<file path="src/rtl/pe_feeder.sv">
// pe_feeder: buffers a stream of packed complex samples and issues them to the
// PE data-load port as fixed-size bursts separated by a compute gap, repeating
// for a programmed number of iterations and flagging the last one with alpha_v.
// Optional build macro PE_FEEDER_STALL_CNT_EN adds a 16-bit saturating count of
// cycles spent waiting for the FIFO to hold a full burst.
module pe_feeder #(
    parameter int unsigned DW         = 32,
    parameter int unsigned BURST      = 16,
    parameter int unsigned FIFO_DEPTH = 32,
    parameter int unsigned GAP        = 24,
    parameter int unsigned ITER_W     = 8
) (
    input  logic              clk,
    input  logic              rst,
    input  logic              s_valid,
    input  logic [DW-1:0]     s_data,
    output logic              s_ready,
    input  logic              start,
    input  logic [ITER_W-1:0] num_iter,
    output logic              din_pe_v,
    output logic [DW-1:0]     din_pe,
    output logic              alpha_v,
    output logic              busy,
    output logic              done
`ifdef PE_FEEDER_STALL_CNT_EN
    ,
    output logic [15:0]       stall_cnt
`endif
);

    localparam int unsigned AW = (FIFO_DEPTH > 1) ? $clog2(FIFO_DEPTH) : 1;
    localparam int unsigned CW = $clog2(FIFO_DEPTH) + 1;
    localparam int unsigned BW = (BURST > 1) ? $clog2(BURST) : 1;
    localparam int unsigned GW = (GAP > 1) ? $clog2(GAP) : 1;

    localparam logic [CW-1:0] DEPTH_LVL  = CW'(FIFO_DEPTH);
    localparam logic [CW-1:0] BURST_LVL  = CW'(BURST);
    localparam logic [BW-1:0] BURST_LAST = BW'(BURST - 1);
    localparam logic [GW-1:0] GAP_LAST   = GW'(GAP - 1);

    typedef enum logic [2:0] {
        S_IDLE,
        S_WAIT,
        S_BURST,
        S_GAP,
        S_DONE
    } state_t;

    state_t            state;
    logic [DW-1:0]     mem [FIFO_DEPTH];
    logic [AW-1:0]     wr_ptr;
    logic [AW-1:0]     rd_ptr;
    logic [CW-1:0]     count;
    logic              push;
    logic              pop;
    logic [BW-1:0]     burst_cnt;
    logic [GW-1:0]     gap_cnt;
    logic [ITER_W-1:0] iters;
    logic [ITER_W-1:0] iter_idx;
    logic              last_iter;

    // FIFO handshake: ready comes straight from the registered occupancy
    assign s_ready   = (count < DEPTH_LVL);
    assign push      = s_valid & s_ready;
    assign pop       = (state == S_BURST);
    assign last_iter = ((iter_idx + ITER_W'(1)) == iters);

    // FIFO storage; contents need no reset since pointers gate every read
    always_ff @(posedge clk) begin
        if (push) begin
            mem[wr_ptr] <= s_data;
        end
    end

    // FIFO pointers and occupancy; simultaneous push and pop leave count unchanged
    always_ff @(posedge clk or posedge rst) begin
        if (rst) begin
            wr_ptr <= '0;
            rd_ptr <= '0;
            count  <= '0;
        end else begin
            if (push) begin
                wr_ptr <= wr_ptr + AW'(1);
            end
            if (pop) begin
                rd_ptr <= rd_ptr + AW'(1);
            end
            case ({push, pop})
                2'b10:   count <= count + CW'(1);
                2'b01:   count <= count - CW'(1);
                default: count <= count;
            endcase
        end
    end

    // Job sequencer: wait for a full burst, stream it, idle for the compute gap
    always_ff @(posedge clk or posedge rst) begin
        if (rst) begin
            state     <= S_IDLE;
            din_pe_v  <= 1'b0;
            din_pe    <= '0;
            alpha_v   <= 1'b0;
            busy      <= 1'b0;
            done      <= 1'b0;
            iters     <= '0;
            iter_idx  <= '0;
            burst_cnt <= '0;
            gap_cnt   <= '0;
        end else begin
            din_pe_v <= 1'b0;
            done     <= 1'b0;
            case (state)
                S_IDLE: begin
                    if (start) begin
                        iters    <= (num_iter == '0) ? ITER_W'(1) : num_iter;
                        iter_idx <= '0;
                        busy     <= 1'b1;
                        state    <= S_WAIT;
                    end
                end
                S_WAIT: begin
                    if (count >= BURST_LVL) begin
                        burst_cnt <= '0;
                        state     <= S_BURST;
                    end
                end
                S_BURST: begin
                    din_pe_v  <= 1'b1;
                    din_pe    <= mem[rd_ptr];
                    burst_cnt <= burst_cnt + BW'(1);
                    if ((burst_cnt == '0) && last_iter) begin
                        alpha_v <= 1'b1;
                    end
                    if (burst_cnt == BURST_LAST) begin
                        gap_cnt <= '0;
                        state   <= S_GAP;
                    end
                end
                S_GAP: begin
                    gap_cnt <= gap_cnt + GW'(1);
                    if (gap_cnt == GAP_LAST) begin
                        iter_idx <= iter_idx + ITER_W'(1);
                        state    <= last_iter ? S_DONE : S_WAIT;
                    end
                end
                S_DONE: begin
                    done    <= 1'b1;
                    alpha_v <= 1'b0;
                    busy    <= 1'b0;
                    state   <= S_IDLE;
                end
                default: begin
                    state <= S_IDLE;
                end
            endcase
        end
    end

`ifdef PE_FEEDER_STALL_CNT_EN
    // Saturating count of cycles spent waiting for data; cleared per job
    always_ff @(posedge clk or posedge rst) begin
        if (rst) begin
            stall_cnt <= '0;
        end else if ((state == S_IDLE) && start) begin
            stall_cnt <= '0;
        end else if ((state == S_WAIT) && (stall_cnt != 16'hFFFF)) begin
            stall_cnt <= stall_cnt + 16'd1;
        end
    end
`endif

endmodule

</file>
<file path="config.mk">
export PLATFORM = sky130hd
export DESIGN_NAME = pe_feeder
export DESIGN_NICKNAME = d
export VERILOG_FILES = /design/src/rtl/pe_feeder.sv
export SDC_FILE = /design/constraint.sdc
export NUM_CORES = 1
export LEC_CHECK = 0
export ABC_AREA = 1
export CORE_MARGIN = 2
export CORE_UTILIZATION = 50
export DETAILED_ROUTE_END_ITERATION = 10
export GPL_TIMING_DRIVEN = 1
export PLACE_DENSITY = 0.7
export SYNTH_ARGS = -nofsm -noshare
export SYNTH_HDL_FRONTEND = slang
export SYNTH_SLANG_ARGS = --single-unit
</file>
<file path="constraint.sdc">
create_clock -name clk -period 4.3 [get_ports clk]
set_input_delay 0.86 -clock clk [delete_from_list [all_inputs] [get_ports clk]]
set_output_delay 0.86 -clock clk [all_outputs]
set_load 0.005 [all_outputs]
</file>
; ---- Word-level counts from Yosys, hierarchy flattened
; Memories as Yosys holds them, arrays and structs flattened. A register that Yosys moved wholly into a read port is not among the register bits.
; Cells that the tools add are included.
; Widths: inputs -> output; s select.
[classes]
n_div = 0
mul = 0
muxes = 23
bitwise = 1
order_cmp = 2
shifts = 0
reduce_logical = 17
addsub = 7
eq_ne = 14
[op_table]
columns = op, count
row1 = $mux 8, 3
row2 = $pmux 8 s2, 1
row3 = $add 5x1->5 const B, 3
row4 = $mux 3, 5
row5 = $pmux 3 s4, 1
row6 = $pmux 6 s2, 1
row7 = $reduce_bool 2->1, 6
row8 = $pmux 5 s2, 1
row9 = $reduce_and 2->1, 5
row10 = $add 8x1->8 const B, 1
row11 = $eq 8x8->1, 1
row12 = $logic_not 8->1, 1
row13 = $pmux 4 s2, 1
row14 = $add 6x1->6 const B, 1
row15 = $eq 3x2->1 const B, 2
row16 = $ge 6x5->1 const B, 1
row17 = $lt 6x6->1 const B, 1
row18 = $mux 1, 6
row19 = $ne 2x2->1 const B, 3
row20 = $sub 6x1->6 const B, 1
row21 = $eq 5x5->1 const B, 1
row22 = $mux 5, 1
row23 = $add 4x1->4 const B, 1
row24 = $eq 4x4->1 const B, 1
row25 = 13 further kinds, 15
[totals]
latch_bits = 0
elab_cells = 77
input_bits = 44
mem_bits_ro = 0
regBits = 48
output_inout_bits = 37
ramBits = 1024
n_memories = 1
[mem_list]
columns = name, depth, width, rd, rd_ports_with_merged_regs, wr, line_no
row1 = mem, 32, 32, 1, 1, 1, 50  ; logic [DW-1:0] mem [FIFO_DEPTH];

; ---- Logic depth before layout (Yosys ltp)
; Gate-level depths: netlist of run 1.
[depth]
ltp_word = 5
ltp_mapped = 13

; ---- Worst setup path after synthesis of run 1
; No wires, ideal clock.
[synth_timing]
path_kind = input port to flip-flop
from = in s_valid
to = mem mem[31][0], enable pin
path_stages = 2
path_slack_ns = 0.526
arrival_ns = 3.311
required_time_ns = 3.837
n_path_buf = 0
cell_sequence = nand2_1 > nor3_1
[synth_via]
elab_chain_len = 3
[synth_lines]
columns = element, line_no
row1 = "start, declared", 15  ; input logic s_valid,
row2 = $and 1x1->1, 64  ; assign push = s_valid & s_ready;
row3 = $mux 1, 70  ; if (push) begin
row4 = $mux 1 (not written as such), 71  ; mem[wr_ptr] <= s_data;
row5 = "end, declared", 50
; No other way between the ends.

==> results.sh, run 1 <==
export IMPL_pre_cts_slack_ns=0.790
export IMPL_switching_share_pct=35.6
export IMPL_synth_top_family_by_area="simple AND/OR/NAND/NOR gates"
export IMPL_crit_required_ns=4.89
export IMPL_synth_fp_nets=3480
export IMPL_numCtsBuffers=105
export IMPL_dieArea_um2=90100
export IMPL_cts_sinks=1104
export IMPL_cts_resized=0
export IMPL_status="finished clean"
export IMPL_cellLeakagePower_nw=16.6
export IMPL_yosys_area_share_simple_pct=11.6
export IMPL_fin_crit_sh_pct=69.2
export IMPL_ys_top_cells_by_count="1024 x edfxtp_1, 575 x nor2_1, 420 x o21ai_0"
export IMPL_min_delay_path_depth=2
export IMPL_cp_arrival_ns=3.57
export IMPL_synth_area_per_cell_um2=12.8
export IMPL_wirelength_mm=115
export IMPL_viasPerCell=5.98
export IMPL_skew_ns=0.0526
export IMPL_io_pins=81
export IMPL_clock_latency_ns=0.70
export IMPL_yosysSeqAreaShare_pct=74.7
export IMPL_pwr_share_clk_pct=29.2
export IMPL_finalHoldViolations=0
export IMPL_grt_pass1_wl_mm=171
export IMPL_yosysUniqueCellTypes=36
export IMPL_area_growth_pct=13.2
export IMPL_slew_headroom_pct=20.5
export IMPL_syn_inst=3421
export IMPL_postSynth_asyncResetShare_pct=7.25
export IMPL_pwr_share_comb_pct=30.3
export IMPL_die_h_um=300
export IMPL_ctsHoldBuffers=0
export IMPL_cell_internal_pwr_mw=20.7
export IMPL_core_um2=86900
export IMPL_rsz0062_at_grt="no"
export IMPL_synth_mux_area_share_pct=0
export IMPL_timing_fmax_mhz=336
export IMPL_yosysWarnings=0
export IMPL_num_vias=28400
export IMPL_hold_path_startpoint="din_pe[6]"
export IMPL_gp_routability_congestion=0.866
export IMPL_postCtsSetupRepairBufs=0
export IMPL_switchingPower_mw=11.4
export IMPL_setup_viol=0
export IMPL_port_buffers=80
export IMPL_grt_max_degree=223
export IMPL_powerDensity_nw_per_um2=647
export IMPL_cts_buffer_depth=3
export IMPL_cp_start_kind="register"
export IMPL_cts_tree="yes"
export IMPL_synth_top_area_share_pct=70.1
export IMPL_seqPwrFrac_pct=40.5
export IMPL_antenna_found_initial=2
export IMPL_synthTopCellsByArea="edfxtp_1 70%, nor2_1 4.9%, o21ai_0 4.8%"
export IMPL_hold_end="din_pe[6]"
export IMPL_reg2reg_to="din_pe[13]"
export IMPL_tightest_slew_ns=1.19
export IMPL_ant_nets=0
export IMPL_cap_violations=0
export IMPL_criticalPathCategory="register to register"
export IMPL_hpwlAfterDp_mm=65.7
export IMPL_finalCoreUtilization_pct=57.1
export IMPL_ys_ff_latch=1104
export IMPL_rr_startpoint="rd_ptr[0]"
export IMPL_cts_htree_levels=3
export IMPL_wl_per_cell_um=24.2
export IMPL_worst_path_max_fanout=222
export IMPL_r2r_cells=7
export IMPL_start_util_pct=50.5
export IMPL_rows=108
export IMPL_netlist_top_cell_by_area="edfxtp_1"
export IMPL_rrSetupSlack_ns=1.32
export IMPL_drc=0
export IMPL_drive_above_1_share_pct=8.89
export IMPL_synth_area_um2=43900
export IMPL_die_w_um=300
export IMPL_synth_adder_area_share_pct=0.445
export IMPL_root_buffer="clkbuf_16"
export IMPL_fin_crit_ns=2.98
export IMPL_drv_slew=0
export IMPL_initialDrtViolationCount=3852
export IMPL_worstSetupEndpointType="register"
export IMPL_synth_most_common_cell="edfxtp_1"
export IMPL_synth_xor_area_share_pct=0.280
export IMPL_synth_edf_count=1024
export IMPL_fill_cells=6743
export IMPL_clkTransAtPathRegs_ns=0.07
export IMPL_grt_total_usage_pct=25.3
export IMPL_hp_class="register to register"
export IMPL_grt_pass1_vias=27000
export IMPL_synth_compound_area_share_pct=9.86
export IMPL_first_pass_iters=6
export IMPL_ir_drop_mv=0.556
export IMPL_fin_tns_setup_ns=0
export IMPL_fin_ws_ns=1.32
export IMPL_synth_ff_type="edfxtp_1"
export IMPL_overflow=0
export IMPL_fin_nets=3558
through the flow:
stage	hold WS, ns	area (µm²)	instances	power [mW]
final	0.476	49700	4747	32.1
after global routing	0.507	49600	4743	33.5
after CTS	0.486	49600	4743	32.1
after detailed placement	0.468	46100	4547	22.7
after global placement	0.465	46100	4547	22.6
after floorplan	0.459	43900	3421	19.3
cell usage in the layout, fill, tap and decap left out, drive strengths merged, types with 44 or more instances in the layout:
master,n
a21oi,46
buf,115
clkbuf,135
clkdlybuf4s50,76
clkinv,45
dfrtp,80
edfxtp,1024
inv,54
nand2,414
nand3,225
nor2,576
o211ai,84
o21ai,477
o221ai,44
o22ai,101
worst max-delay path by stage:
stage               from           to  slack [ns]  cells past startpoint
6_report       rd_ptr[0]   din_pe[13]        1.32                      7
5_1_grt        rd_ptr[0]    din_pe[8]        1.23                      9
4_1_cts        rd_ptr[0]    din_pe[2]        1.48                      7
3_5_place_dp     s_valid  mem[28][24]        0.79                      6
3_3_place_gp     s_valid   mem[28][7]        0.85                      6
2_1_floorplan    s_valid   mem[31][0]        0.53                      2
cells by family (layout without fill, tap and decap cells):
group / after synthesis / count (layout)
compound gates: 759 / 759
buf+inv: 273 / 440
flops: 1104 / 1104
other cells: 0 / 4
simple gates: 1256 / 1256
fa+ha+maj: 15 / 15
xor+xnor: 14 / 14
state kept, by name, summed over array words and instances, names as in the netlist, 3 cells and up:
| register | count |
|---|---|
| mem | 1024 |
| din_pe | 32 |
| wr_ptr | 5 |
| state | 3 |
| count | 6 |
| gap_cnt | 5 |
| burst_cnt | 4 |
| rd_ptr | 5 |
| iter_idx | 8 |
| iters | 8 |
worst max-delay path, cell delays in order, from the launching register on:
cell,delay [ns]
dfrtp_4,0.67
buf_12,0.54
o21ai_0,0.25
o211ai_1,0.28
o211ai_1,0.30
nand2_1,0.17
nand3_1,0.15
nand2_1,0.10
metal layers:
layer  track usage (%)  part of all wire, %
met1              36.6                   41
met3              5.43                   11
met5                 0                    0
met4              7.17                  2.6
met2              39.1                   46
power groups by stage:
| stage | clock network [mW] | logic (mW) | registers [mW] |
|---|---|---|---|
| 5_1_grt | 9.88 | 10.6 | 13.1 |
| 4_1_cts | 9.47 | 9.59 | 13.0 |
| 3_3_place_gp | 0 | 9.36 | 13.2 |
| 6_report | 9.39 | 9.72 | 13.0 |
| 3_5_place_dp | 0 | 9.53 | 13.2 |
| 2_1_floorplan | 0 | 6.25 | 13.0 |
final cells by class:
type	instances	area, µm²	area share, %
Sequential cell	1104	32800	66.0
Multi-Input combinational cell	2044	9980	20.1
Clock buffer	135	2850	5.74
Timing Repair Buffer	191	1730	3.48
Tap cell	1155	1450	2.91
Clock inverter	61	653	1.32
Inverter	53	225	0.454
Antenna cell	4	10.0	0.0202
(Power assumes the default switching activity.)
==> run 2: changes to the inputs <==
clock period = 3.1 ns   (was 4.3 ns; I/O delays follow)
==> run 2 against run 1 <==
Net effect:
- clock power rose by 43%
- routed wire length rose by 1.0%
- utilization rose by 0.97 points
- total power rose by 39%
- flip-flop and latch count did not move
- sequential share of layout area fell by 1.1 points
- combinational power rose by 37%
- global-route usage rose by 0.37 points
- final area rose by 1.7%
- setup slack got worse by 0.79 ns
- fmax rose by 16%
- critical path type unchanged
==> results.sh, run 2 (same netlist as run 1, synthesis figures left out) <==
export IMPL_switching_share_pct=34.3
export IMPL_drv_slew=0
export IMPL_powerDensity_nw_per_um2=885
export IMPL_worstSetupEndpointType="register"
export IMPL_biggestRegsByFlops="mem: 1024 flops, din_pe: 32 flops"
export IMPL_clkTransAtPathRegs_ns=0.06
export IMPL_root_buffer="clkbuf_16"
export IMPL_gp_routability_congestion=0.844
export IMPL_rr_startpoint="rd_ptr[0]"
export IMPL_totalPowerFinal_mw=44.7
export IMPL_stdcell_count=4807
export IMPL_slew_headroom_pct=42.8
export IMPL_dieArea_um2=90100
export IMPL_wirelength_mm=116
export IMPL_pwr_share_comb_pct=29.8
export IMPL_seqPwrFrac_pct=40.3
export IMPL_wl_per_cell_um=24.2
export IMPL_ir_drop_mv=0.762
export IMPL_crit_path_end="din_pe[21]"
export IMPL_worst_path_max_fanout=177
export IMPL_cts_htree_levels=3
export IMPL_antenna_found_initial=3
export IMPL_finalCoreUtilization_pct=58.1
export IMPL_grt_max_degree=178
export IMPL_drive_above_1_share_pct=10.5
export IMPL_initialDrtViolationCount=3311
export IMPL_ant_nets=0
export IMPL_core_um2=86900
export IMPL_cts_sinks=1104
export IMPL_cell_internal_pwr_mw=29.4
export IMPL_r2r_cells=8
export IMPL_pre_cts_slack_ns=0.298
export IMPL_overflow=0
export IMPL_fin_crit_sh_pct=82.8
export IMPL_ctsHoldBuffers=0
export IMPL_gr_max_usage_layer="met2"
export IMPL_grt_pass1_vias=27600
export IMPL_layout_common_cells="1024 x edfxtp_1, 546 x nor2_1, 420 x o21ai_0"
export IMPL_cellLeakagePower_nw=17.1
export IMPL_rows=108
export IMPL_switchingPower_mw=15.3
export IMPL_tightest_slew_ns=0.856
export IMPL_timing_fmax_mhz=389
export IMPL_numCtsBuffers=107
export IMPL_rsz0062_at_grt="no"
export IMPL_dp_cells=4606
export IMPL_mostFrequentLayoutCell="edfxtp_1"
export IMPL_reg2reg_to="din_pe[21]"
export IMPL_setup_viol=0
export IMPL_cp_arrival_ns=3.16
export IMPL_cap_violations=0
export IMPL_cts_tree="yes"
export IMPL_grtUsageMet1_pct=36.2
export IMPL_grt_util_met3_pct=4.95
export IMPL_drc=0
export IMPL_top_register="mem"
export IMPL_postCtsSetupRepairBufs=0
export IMPL_use_met2_pct=39.8
export IMPL_largest_reg_flops=1024
export IMPL_die_w_um=300
export IMPL_finalHoldViolations=0
export IMPL_area_growth_pct=15.1
export IMPL_grt_pass1_wl_mm=173
export IMPL_start_util_pct=50.5
export IMPL_crit_required_ns=3.70
export IMPL_num_vias=28700
export IMPL_fin_ws_ns=0.532
export IMPL_fin_crit_ns=2.57
export IMPL_grt_total_usage_pct=25.7
export IMPL_cts_resized=0
export IMPL_pwr_share_clk_pct=29.9
export IMPL_hp_class="input port to async pin"
export IMPL_port_buffers=80
export IMPL_io_pins=81
export IMPL_die_h_um=300
export IMPL_cts_buffer_depth=3
export IMPL_viasPerCell=5.96
export IMPL_rrSetupSlack_ns=0.53
export IMPL_hpwlAfterDp_mm=67.0
export IMPL_fin_area_um2=50500
export IMPL_cp_start_kind="register"
export IMPL_clock_latency_ns=0.68
export IMPL_place_area_um2=46900
export IMPL_fin_nets=3619
export IMPL_skew_ns=0.0407
export IMPL_criticalPathCategory="register to register"
export IMPL_cp_startpoint="rd_ptr[0]"
export IMPL_first_pass_iters=6
export IMPL_status="finished clean"
[run 2: worst max-delay path, cell delays in order (launching register included)]
cell	delay [ns]
dfrtp_4	0.60
inv_16	0.45
buf_4	0.41
o21ai_0	0.14
o221ai_1	0.21
nand3_1	0.11
nand2_1	0.16
nand3_1	0.10
nand2_1	0.08
[run 2: cell type report]
| cell class | count | area (µm²) |
|---|---|---|
| Antenna cell | 1 | 2.50 |
| Clock buffer | 122 | 2780 |
| Clock inverter | 78 | 848 |
| Fill cell | 6616 | 36400 |
| Inverter | 53 | 225 |
| Multi-Input combinational cell | 2044 | 9990 |
| Sequential cell | 1104 | 32800 |
| Tap cell | 1155 | 1450 |
| Timing Repair Buffer | 250 | 2450 |
[run 2: worst min path at each step]
stage,start,endpoint,depth (start not counted)
after floorplan,count[2],count[2],2
after global placement,din_pe[4],din_pe[4],2
after detailed placement,din_pe[0],din_pe[0],2
after CTS,rst,alpha_v,2
after global routing,rst,iters[5],2
final,rst,iter_idx[7],2
[run 2: per-layer routing]
metal / vias to the layer above / part of all wire (%)
met5: - / 0.011
li1: 12800 / -
met3: 231 / 10
met4: 2 / 3.6
met1: 14100 / 40
met2: 1541 / 46
[run 2: per-stage QoR]
step | hold slack [ns] | setup TNS, ns
floorplan | 0.459 | -25.33
global placement | 0.475 | 0
detailed placement | 0.465 | 0
CTS | 0.385 | 0
global route | 0.428 | 0
finish | 0.387 | 0
[run 2: power groups by stage]
stage	registers, mW	logic, mW	clock network (mW)
after floorplan	18.1	8.68	0
after global placement	18.3	12.9	0
after detailed placement	18.3	13.1	0
after CTS	18.0	13.2	13.5
after global routing	18.1	14.7	14.0
final	18.0	13.3	13.4
